**src/rtl/fib_pkg.sv**
```systemverilog
`default_nettype none
// ============================================================================
// fib_pkg : shared widths and FSM encoding for the Fibonacci stack controller
// Revision: 1.0
// ============================================================================
package fib_pkg;

   localparam int DATA_W = 128;
   localparam int STK_AW = 16;

   typedef enum logic [2:0] {
      IDLE   = 3'd0,
      PUSH_N = 3'd1,
      CHECK  = 3'd2,
      POP    = 3'd3,
      EVAL   = 3'd4,
      PUSH_A = 3'd5,
      PUSH_B = 3'd6,
      DONE   = 3'd7
   } state_t;

endpackage : fib_pkg
`default_nettype wire

```
**src/rtl/fib_stack_ctrl.sv**
```systemverilog
`default_nettype none
// ============================================================================
// fib_stack_ctrl : computes fib(n) by tree recursion emulated on an external stack
// Revision: 1.0
// ============================================================================
module fib_stack_ctrl
   import fib_pkg::*;
#(
   parameter int N_W    = 6,
   parameter int DATA_W = fib_pkg::DATA_W
) (
   input  logic              clk,
   input  logic              rst,
   input  logic              start,
   input  logic [N_W-1:0]    n,
   output logic              busy,
   output logic              done,
   output logic [DATA_W-1:0] result,
   output logic              stk_push,
   output logic              stk_pop,
   output logic              stk_tos,
   output logic [DATA_W-1:0] stk_d_in,
   input  logic [DATA_W-1:0] stk_d_out,
   input  logic              stk_empty
);

   localparam logic [DATA_W-1:0] ONE = DATA_W'(1);
   localparam logic [DATA_W-1:0] TWO = DATA_W'(2);

   state_t             state_q, state_d;
   logic [DATA_W-1:0]  acc_q, acc_d;
   logic [DATA_W-1:0]  x_q, x_d;
   logic [N_W-1:0]     n_q, n_d;
   logic [DATA_W-1:0]  result_q, result_d;

   always_ff @(posedge clk or posedge rst) begin
      if (rst) begin
         state_q  <= IDLE;
         acc_q    <= '0;
         x_q      <= '0;
         n_q      <= '0;
         result_q <= '0;
      end else begin
         state_q  <= state_d;
         acc_q    <= acc_d;
         x_q      <= x_d;
         n_q      <= n_d;
         result_q <= result_d;
      end
   end

   // Stack commands are pure state decodes, so push and pop can never overlap.
   always_comb begin
      state_d  = state_q;
      acc_d    = acc_q;
      x_d      = x_q;
      n_d      = n_q;
      result_d = result_q;
      stk_push = 1'b0;
      stk_pop  = 1'b0;
      stk_d_in = '0;
      case (state_q)
         IDLE: begin
            if (start) begin
               acc_d   = '0;
               n_d     = n;
               state_d = PUSH_N;
            end
         end
         PUSH_N: begin
            stk_push = 1'b1;
            stk_d_in = {{(DATA_W-N_W){1'b0}}, n_q};
            state_d  = CHECK;
         end
         CHECK: begin
            if (stk_empty) begin
               result_d = acc_q;
               state_d  = DONE;
            end else begin
               state_d  = POP;
            end
         end
         POP: begin
            stk_pop = 1'b1;
            state_d = EVAL;
         end
         EVAL: begin
            if (stk_d_out < TWO) begin
               acc_d   = acc_q + stk_d_out;
               state_d = CHECK;
            end else begin
               x_d     = stk_d_out;
               state_d = PUSH_A;
            end
         end
         PUSH_A: begin
            stk_push = 1'b1;
            stk_d_in = x_q - ONE;
            state_d  = PUSH_B;
         end
         PUSH_B: begin
            stk_push = 1'b1;
            stk_d_in = x_q - TWO;
            state_d  = CHECK;
         end
         DONE: begin
            state_d = IDLE;
         end
         default: begin
            state_d = IDLE;
         end
      endcase
   end

   assign busy    = (state_q != IDLE);
   assign done    = (state_q == DONE);
   assign result  = result_q;
   assign stk_tos = 1'b0;

endmodule : fib_stack_ctrl
`default_nettype wire

```
**config.mk**
```make
export PLATFORM = sky130hd
export DESIGN_NAME = fib_stack_ctrl
export DESIGN_NICKNAME = d
export VERILOG_FILES = /design/src/rtl/fib_pkg.sv /design/src/rtl/fib_stack_ctrl.sv
export SDC_FILE = /design/constraint.sdc
export NUM_CORES = 1
export LEC_CHECK = 0
export BUFFER_PORTS_ARGS = -buffer_cell sky130_fd_sc_hd__buf_4
export CAP_MARGIN = 20
export CORE_MARGIN = 1.5
export CORE_UTILIZATION = 32
export DETAILED_ROUTE_END_ITERATION = 10
export PLACE_DENSITY_LB_ADDON = 0.05
export SLEW_MARGIN = 20
export SYNTH_ARGS = -nofsm -noshare
export SYNTH_HDL_FRONTEND = slang
export SYNTH_SLANG_ARGS = --single-unit
```
**constraint.sdc**
```tcl
create_clock -name clk -period 20.9 [get_ports clk]
set_clock_uncertainty 0.05 [all_clocks]
set_input_delay 4.18 -clock clk [delete_from_list [all_inputs] [get_ports clk]]
set_output_delay 4.18 -clock clk [all_outputs]
set_load 0.05 [all_outputs]
```
==> results of run 1 <==
## through the flow
step | setup slack [ns] | std cells | hold WS, ns | utilization, %
detailed placement | 11.78 | 4587 | 0.447 | 37.1
floorplan | 5.74 | 3192 | 0.414 | -
CTS | 11.14 | 4671 | 0.461 | 39.1
global placement | 11.54 | 4583 | 0.441 | 37.0
finish | 11.10 | 4671 | 0.455 | 39.1
global route | 10.79 | 4671 | 0.466 | 39.1
## area by class of cell
cell class	instances	area [um2]	share of cell area (%)
multi-input combinational	2571	17000	51.0
timing repair buffer	430	3240	9.71
tap	1144	1430	4.30
sequential	393	9830	29.5
clock inverter	10	183	0.548
inverter	49	191	0.575
clock buffer	74	1460	4.39
## state kept, by name, summed over array words and instances, names as in the netlist
register,cells
acc_q,128
state_q,3
x_q,128
n_q,6
result,128
## per-layer routing
layer / part of all wire, % / up-vias
li1: - / 12500
met1: 47 / 13700
met2: 44 / 986
met3: 5.9 / 163
met4: 3.0 / 0
met5: 0 / -
## Yosys cell counts, types with 11 or more instances
library cell	count
a21oi_1	317
nor3_1	96
xnor2_1	60
xor2_1	59
inv_1	48
mux2_2	259
a41oi_1	11
o21a_1	29
o21bai_1	33
clkbuf_1	166
nand2_1	357
nand4_1	82
or3_1	35
nor2b_1	12
or2_2	11
a21boi_0	12
and4_1	12
a311oi_1	20
o221ai_1	18
or4_1	17
a22o_1	17
dfrtp_1	393
ha_1	129
a211oi_1	17
nand2b_1	19
nand3_1	56
nor4_1	76
a21o_1	62
nor2_1	203
a31oi_1	28
o31ai_1	24
and3_1	33
o22ai_1	14
and2_1	16
o21ai_0	317
## worst max-delay path, stage by stage (launching register included)
cell	delay, ns
dfrtp_1	0.49
nor4_1	0.60
nor3b_2	0.40
nand3_1	0.29
nor2_1	0.37
and3_1	0.32
nand2_1	0.31
o22ai_1	0.96
nand3_1	0.27
o21ai_0	0.63
buf_4	0.32
## worst max-delay path by stage
stage                         from                     end  slack [ns]  cells after the start
3_3_place_gp         stk_d_out[14]  acc_q[101]$_DFFE_PP0P_       11.54                     13
2_1_floorplan                  rst    acc_q[0]$_DFFE_PP0P_        5.74                      1
5_1_grt        x_q[30]$_DFFE_PP0P_           stk_d_in[119]       10.79                     11
3_5_place_dp          stk_d_out[0]  acc_q[120]$_DFFE_PP0P_       11.78                     15
4_1_cts        x_q[10]$_DFFE_PP0P_           stk_d_in[102]       11.14                     10
6_report       x_q[10]$_DFFE_PP0P_           stk_d_in[102]       11.10                     10
## power by group through the flow
stage / Combinational, mW / Sequential, mW / Clock (mW)
6_report: 1.69 / 1.24 / 0.895
5_1_grt: 1.79 / 1.26 / 0.946
4_1_cts: 1.69 / 1.23 / 0.916
3_5_place_dp: 1.69 / 1.24 / 0
3_3_place_gp: 1.68 / 1.24 / 0
2_1_floorplan: 1.12 / 1.10 / 0
## kinds of logic (layout without fill, tap and decap cells)
| logic type | after synthesis | count (layout) | synth area share (%) |
|---|---|---|---|
| flops | 393 | 393 | 35.6 |
| compound gates | 992 | 992 | 21.7 |
| fa+ha+maj | 130 | 130 | 5.92 |
| mux | 261 | 261 | 10.6 |
| simple gates | 1068 | 1068 | 19.1 |
| buf+inv | 228 | 563 | 3.19 |
| other cells | 1 | 1 | 0.0136 |
| xor+xnor | 119 | 119 | 3.78 |
==> results.toml, run 1 <==
[yosys]
syn_nets = 3460
synth_ff_type = "dfrtp_1"
async_flop_share_pct = 100
yosysTopAreaCell = "dfrtp_1"
ys_warn_count = 0
yosysUniqueCellTypes = 88
syn_area_per_cell_um2 = 8.65
synth_edf_count = 0
syn_inst = 3192
syn_area_mm2 = 0.0276
ys_ff_latch = 393
yosysSeqAreaShare_pct = 35.6
synth_area_leaders = "dfrtp_1 (36%), mux2_2 (11%), ha_1 (5.8%), a21oi_1 (5.7%), o21ai_0 (5.7%)"
netlist.area_leader.share_pct = 35.6

[global_routing]
grt_pass1_vias = 26500
gr-usage-met3_pct = 3.97
grt_max_degree = 138
gr-usage-met1_pct = 40.2
antenna_found_initial = 2
grt-busiest-layer = "met2"
grt_pass1_wl_um = 184000
grtUsageTotal_pct = 28.1
overflow = 0
grtUsageMet2_pct = 43.8

[routing]
wire_per_inst_um = 27.1
vias = 27400
drc_errors = 0
viasPerCell = 5.86
wl_um = 127000
firstDrtPassIters = 5
postRouteAntennaNets = 0
drtIter0Drc = 2210

[final_layout]
nets = 3763
fin_area_mm2 = 0.0333
synthToLayoutAreaGrowth_pct = 20.7
final_layout_size_suffix_gt1_share_pct = 23.2
num-fill-cells = 8696
diodes = 0
final_cell_mix = "buf_4 (427), dfrtp_1 (393), nand2_1 (355)"
final_common_cell = "buf_4"

[placed_design]
gp_congestion = 0.935
portBuffers = 397
dpl_cell_area_mm2 = 0.0317
post-dp-hpwl_um = 100000

[clock_tree]
htreeDepth = 2
cts_tree = "done"
cts.sinks = 393
clk_pin_slew_ns = 0.06
post_cts_buffers = 0
cts_resized = 0
hold_buffers = 0
cts_root_buffer = "clkbuf_16"
cts_buffers = 50
cts_buffer_depth = 3
insertion_delay_ns = 0.61

[timing]
tightest_slew_ns = 1.26
post-route-period-util_pct = 46.9
final-hold-violation-count = 0
relSlewSlack_pct = 15.0
period_needed_ns = 9.80
setup_viol = 0
slew_viol_final = 0
fmax_mhz = 102
setup_tns_ns = 0
rsz0062_at_grt = "false"

[power]
power.share.clock_pct = 23.4
p_int_mw = 2.00
power_frac_comb_pct = 44.3
vdd_ir_drop_max_uv = 93.2
p_total_mw = 3.83
power_density_mw_per_mm2 = 115
sw_frac_of_total_pct = 47.6
p_seq_share_pct = 32.3
power_switching_mw = 1.82
power_leakage_nw = 14.7

[worst_setup_path]
critPathLaunchType = "flop"
rrSetupSlack_ns = 15.49
worstSetupPathType = "reg2out"
path_max_fanout = 8
crit_arrival_ns = 5.57
cp-end-kind = "output port"
rr_worst_depth = 14
required_ns = 16.67
reg2reg_to = "acc_q[120]$_DFFE_PP0P_"
r2r_start = "acc_q[0]$_DFFE_PP0P_"

[floorplan]
dieArea_mm2 = 0.0880
fp.dieW_um = 297
core_mm2 = 0.0853
die_h_um = 297
initial_core_util_pct = 32.4
rows = 107
ios = 399

[outcome]
status = "finished clean"

[min_path]
holdPathEnd = "result[119]$_DFFE_PP0P_"
hold-path-cell-count = 1
hold_class = "reg2reg"
hp-start = "result[119]$_DFFE_PP0P_"

[flow_run]
drv_cap = 0
Power figures use the tool's default switching activity.
==> run 2, diff against run 1 <==
--- a/config.mk
+++ b/config.mk
@@ -5,6 +5,7 @@
 export SDC_FILE = /design/constraint.sdc
 export NUM_CORES = 1
 export LEC_CHECK = 0
+export ABC_AREA = 1
 export BUFFER_PORTS_ARGS = -buffer_cell sky130_fd_sc_hd__buf_4
 export CAP_MARGIN = 20
 export CORE_MARGIN = 1.5
==> constraint.sdc (replaced) <==
create_clock -name clk -period 9.48 [get_ports clk]
set_clock_uncertainty 0.05 [all_clocks]
set_input_delay 1.896 -clock clk [delete_from_list [all_inputs] [get_ports clk]]
set_output_delay 1.896 -clock clk [all_outputs]
set_load 0.05 [all_outputs]
==> results.toml, run 2 <==
[worst_setup_path]
r2r_start = "acc_q[0]$_DFFE_PP0P_"
path_max_fanout = 44
cp-end-kind = "output port"
crit_arrival_ns = 4.33
startpoint = "state_q[1]$_DFFE_PP0P_"
required_ns = 7.53
critPathLaunchType = "flop"
worstSetupPathType = "reg2out"

[yosys]
synth.area.mux_share_pct = 4.13
ys_ff_latch = 393
syn_nets = 6596
netlist.area_leader.share_pct = 26.9
syn_inst = 6328
synth_area_leaders = "dfrtp_1 (27%), nand2_1 (23%), inv_1 (13%), nor2_1 (8.5%), o21ai_0 (4.7%)"
synth_edf_count = 0
yosysTopAreaCell = "dfrtp_1"
synth_ff_type = "dfrtp_1"
ys_warn_count = 0
synthSimpleGateAreaFrac_pct = 39.8
async_flop_share_pct = 100
syn_area_mm2 = 0.0366
synth_xor_area_share_pct = 1.17
synth_common_cells = "nand2_1 (2262), inv_1 (1258), nor2_1 (830), dfrtp_1 (393), o21ai_0 (341)"
synth_top_family_by_area = "simple AND/OR/NAND/NOR gates"
yosysMostFrequentCell = "nand2_1"
yosysSeqAreaShare_pct = 26.9
syn_area_per_cell_um2 = 5.78
yosysUniqueCellTypes = 48
synthAdderAreaFrac_pct = 4.47
synth_compound_area_share_pct = 9.20

[clock_tree]
cts_buffers = 50
htreeDepth = 2
cts_tree = "done"
clk_pin_slew_ns = 0.06
insertion_delay_ns = 0.67
cts_resized = 0
hold_buffers = 0
cts_root_buffer = "clkbuf_16"
cts.sinks = 393
cts_buffer_depth = 3
post_cts_buffers = 0

[final_layout]
nets = 6964
final_layout_size_suffix_gt1_share_pct = 10.3
finalNonFillerCells = 8237
synthToLayoutAreaGrowth_pct = 17.4
final_cell_mix = "nand2_1 (2261), inv_1 (1256), nor2_1 (829)"
final_common_cell = "nand2_1"

[timing]
slew_viol_final = 0
fmax_mhz = 159
final-hold-violation-count = 0
rsz0062_at_grt = "false"
relSlewSlack_pct = 21.5
period_needed_ns = 6.27
setup_tns_ns = 0
post-route-period-util_pct = 66.2
tightest_slew_ns = 1.17
setup_viol = 0
holdWs_ns = 0.454

[placed_design]
gp_congestion = 1.05
portBuffers = 397
dp.cells = 8144
post-dp-hpwl_um = 167000

[routing]
vias = 41300
postRouteAntennaNets = 0
drc_errors = 0
viasPerCell = 5.01
wire_per_inst_um = 23.9
drtIter0Drc = 3499
firstDrtPassIters = 6
wl_um = 197000

[floorplan]
fp.dieW_um = 341
rows = 123
core_mm2 = 0.113
dieArea_mm2 = 0.116
ios = 399
initial_core_util_pct = 32.4
die_h_um = 341

[global_routing]
antenna_found_initial = 10
grt_pass1_vias = 39100
overflow = 0
grt_max_degree = 208
grt_pass1_wl_um = 277000
grtUsageTotal_pct = 33.1

[outcome]
status = "finished clean"

[min_path]
hold_class = "reg2reg"
hp-start = "result[100]$_DFFE_PP0P_"

[power]
power_leakage_nw = 23.4
vdd_ir_drop_max_uv = 146
power_density_mw_per_mm2 = 206

[flow_run]
drv_cap = 0
==> run 2: cell types whose count changed after synthesis, moves of 31 or more <==
cell / previous run / this run
nand2_1: 357 / 2262
inv_1: 48 / 1258
nor2_1: 203 / 830
nand3_1: 56 / 291
clkbuf_1: 166 / 36
mux2_2: 259 / 134
a21oi_1: 317 / 196
a21o_1: 62 / 2
buf_2: 4 / 56
nor4_1: 76 / 27
xnor2_1: 60 / 17
or3_1: 35 / 0
and3_1: 33 / 2
==> run 2: worst max-delay path, cell delays in order (launching register included) <==
cell	delay, ns
dfrtp_1	0.44
inv_1	0.10
nor2_1	0.17
nand2_2	0.34
buf_4	0.33
clkinv_2	0.44
buf_4	0.61
o21ai_0	0.17
o21ai_0	0.64
buf_4	0.33
==> run 2: logic make-up after synthesis <==
| group | after synthesis |
|---|---|
| compound gates | 635 |
| other cells | 1 |
| flops | 393 |
| buf+inv | 1365 |
| xor+xnor | 49 |
| mux | 134 |
| fa+ha+maj | 130 |
| simple gates | 3621 |
==> run 2: routing by layer <==
metal / part of all wire [%] / vias to the layer above / GRT usage [%] / wire [um]
met5: 0.023 / - / 0 / 46
met4: 5.6 / 6 / 16.2 / 11100
met3: 5.9 / 329 / 3.94 / 11600
met2: 44 / 1400 / 52.8 / 87000
met1: 44 / 19400 / 44.2 / 87400
li1: - / 20100 / - / -
==> run 2: worst paths after layout <==
| kind | cells past startpoint | to | slack (ns) |
|---|---|---|---|
| max | 9 | stk_d_in[7] | 3.21 |
| min | 1 | result[100]$_DFFE_PP0P_ | 0.45 |
| max reg2reg | 14 | acc_q[100]$_DFFE_PP0P_ | 6.01 |
| min reg2reg | 1 | result[100]$_DFFE_PP0P_ | 0.45 |
| max in group asynchronous | 4 | result[44]$_DFFE_PP0P_ | 6.14 |
| min in group asynchronous | 2 | result[2]$_DFFE_PP0P_ | 1.40 |
==> run 2: layout make-up <==
class | instances | area (um2)
clock inverters | 16 | 287
diodes | 2 | 5.00
inverters | 1264 | 4750
well taps | 1500 | 1880
repair buffers | 417 | 3190
clock buffers | 75 | 1490
flip-flops and latches | 393 | 9830
fillers | 13000 | 70000
multi-input cells | 4570 | 21500
==> run 2: where the power goes <==
part	internal, mW	leakage (nW)	switching (mW)	total [mW]
logic	1.08	17.3	2.92	4.01
clock network	1.25	0.859	0.845	2.09
registers	2.00	5.20	0.768	2.77
total	4.33	23.4	4.54	8.87
==> run 2: per-stage QoR <==
step	worst slack, ns	power, mW	cell area (um2)	utilization (%)
2_1_floorplan	2.25	5.06	36600	-
3_3_place_gp	4.10	6.72	41200	36.4
3_5_place_dp	4.04	6.74	41200	36.4
4_1_cts	3.33	8.85	42900	38.0
5_1_grt	3.21	9.32	42900	38.0
6_report	3.21	8.87	42900	38.0
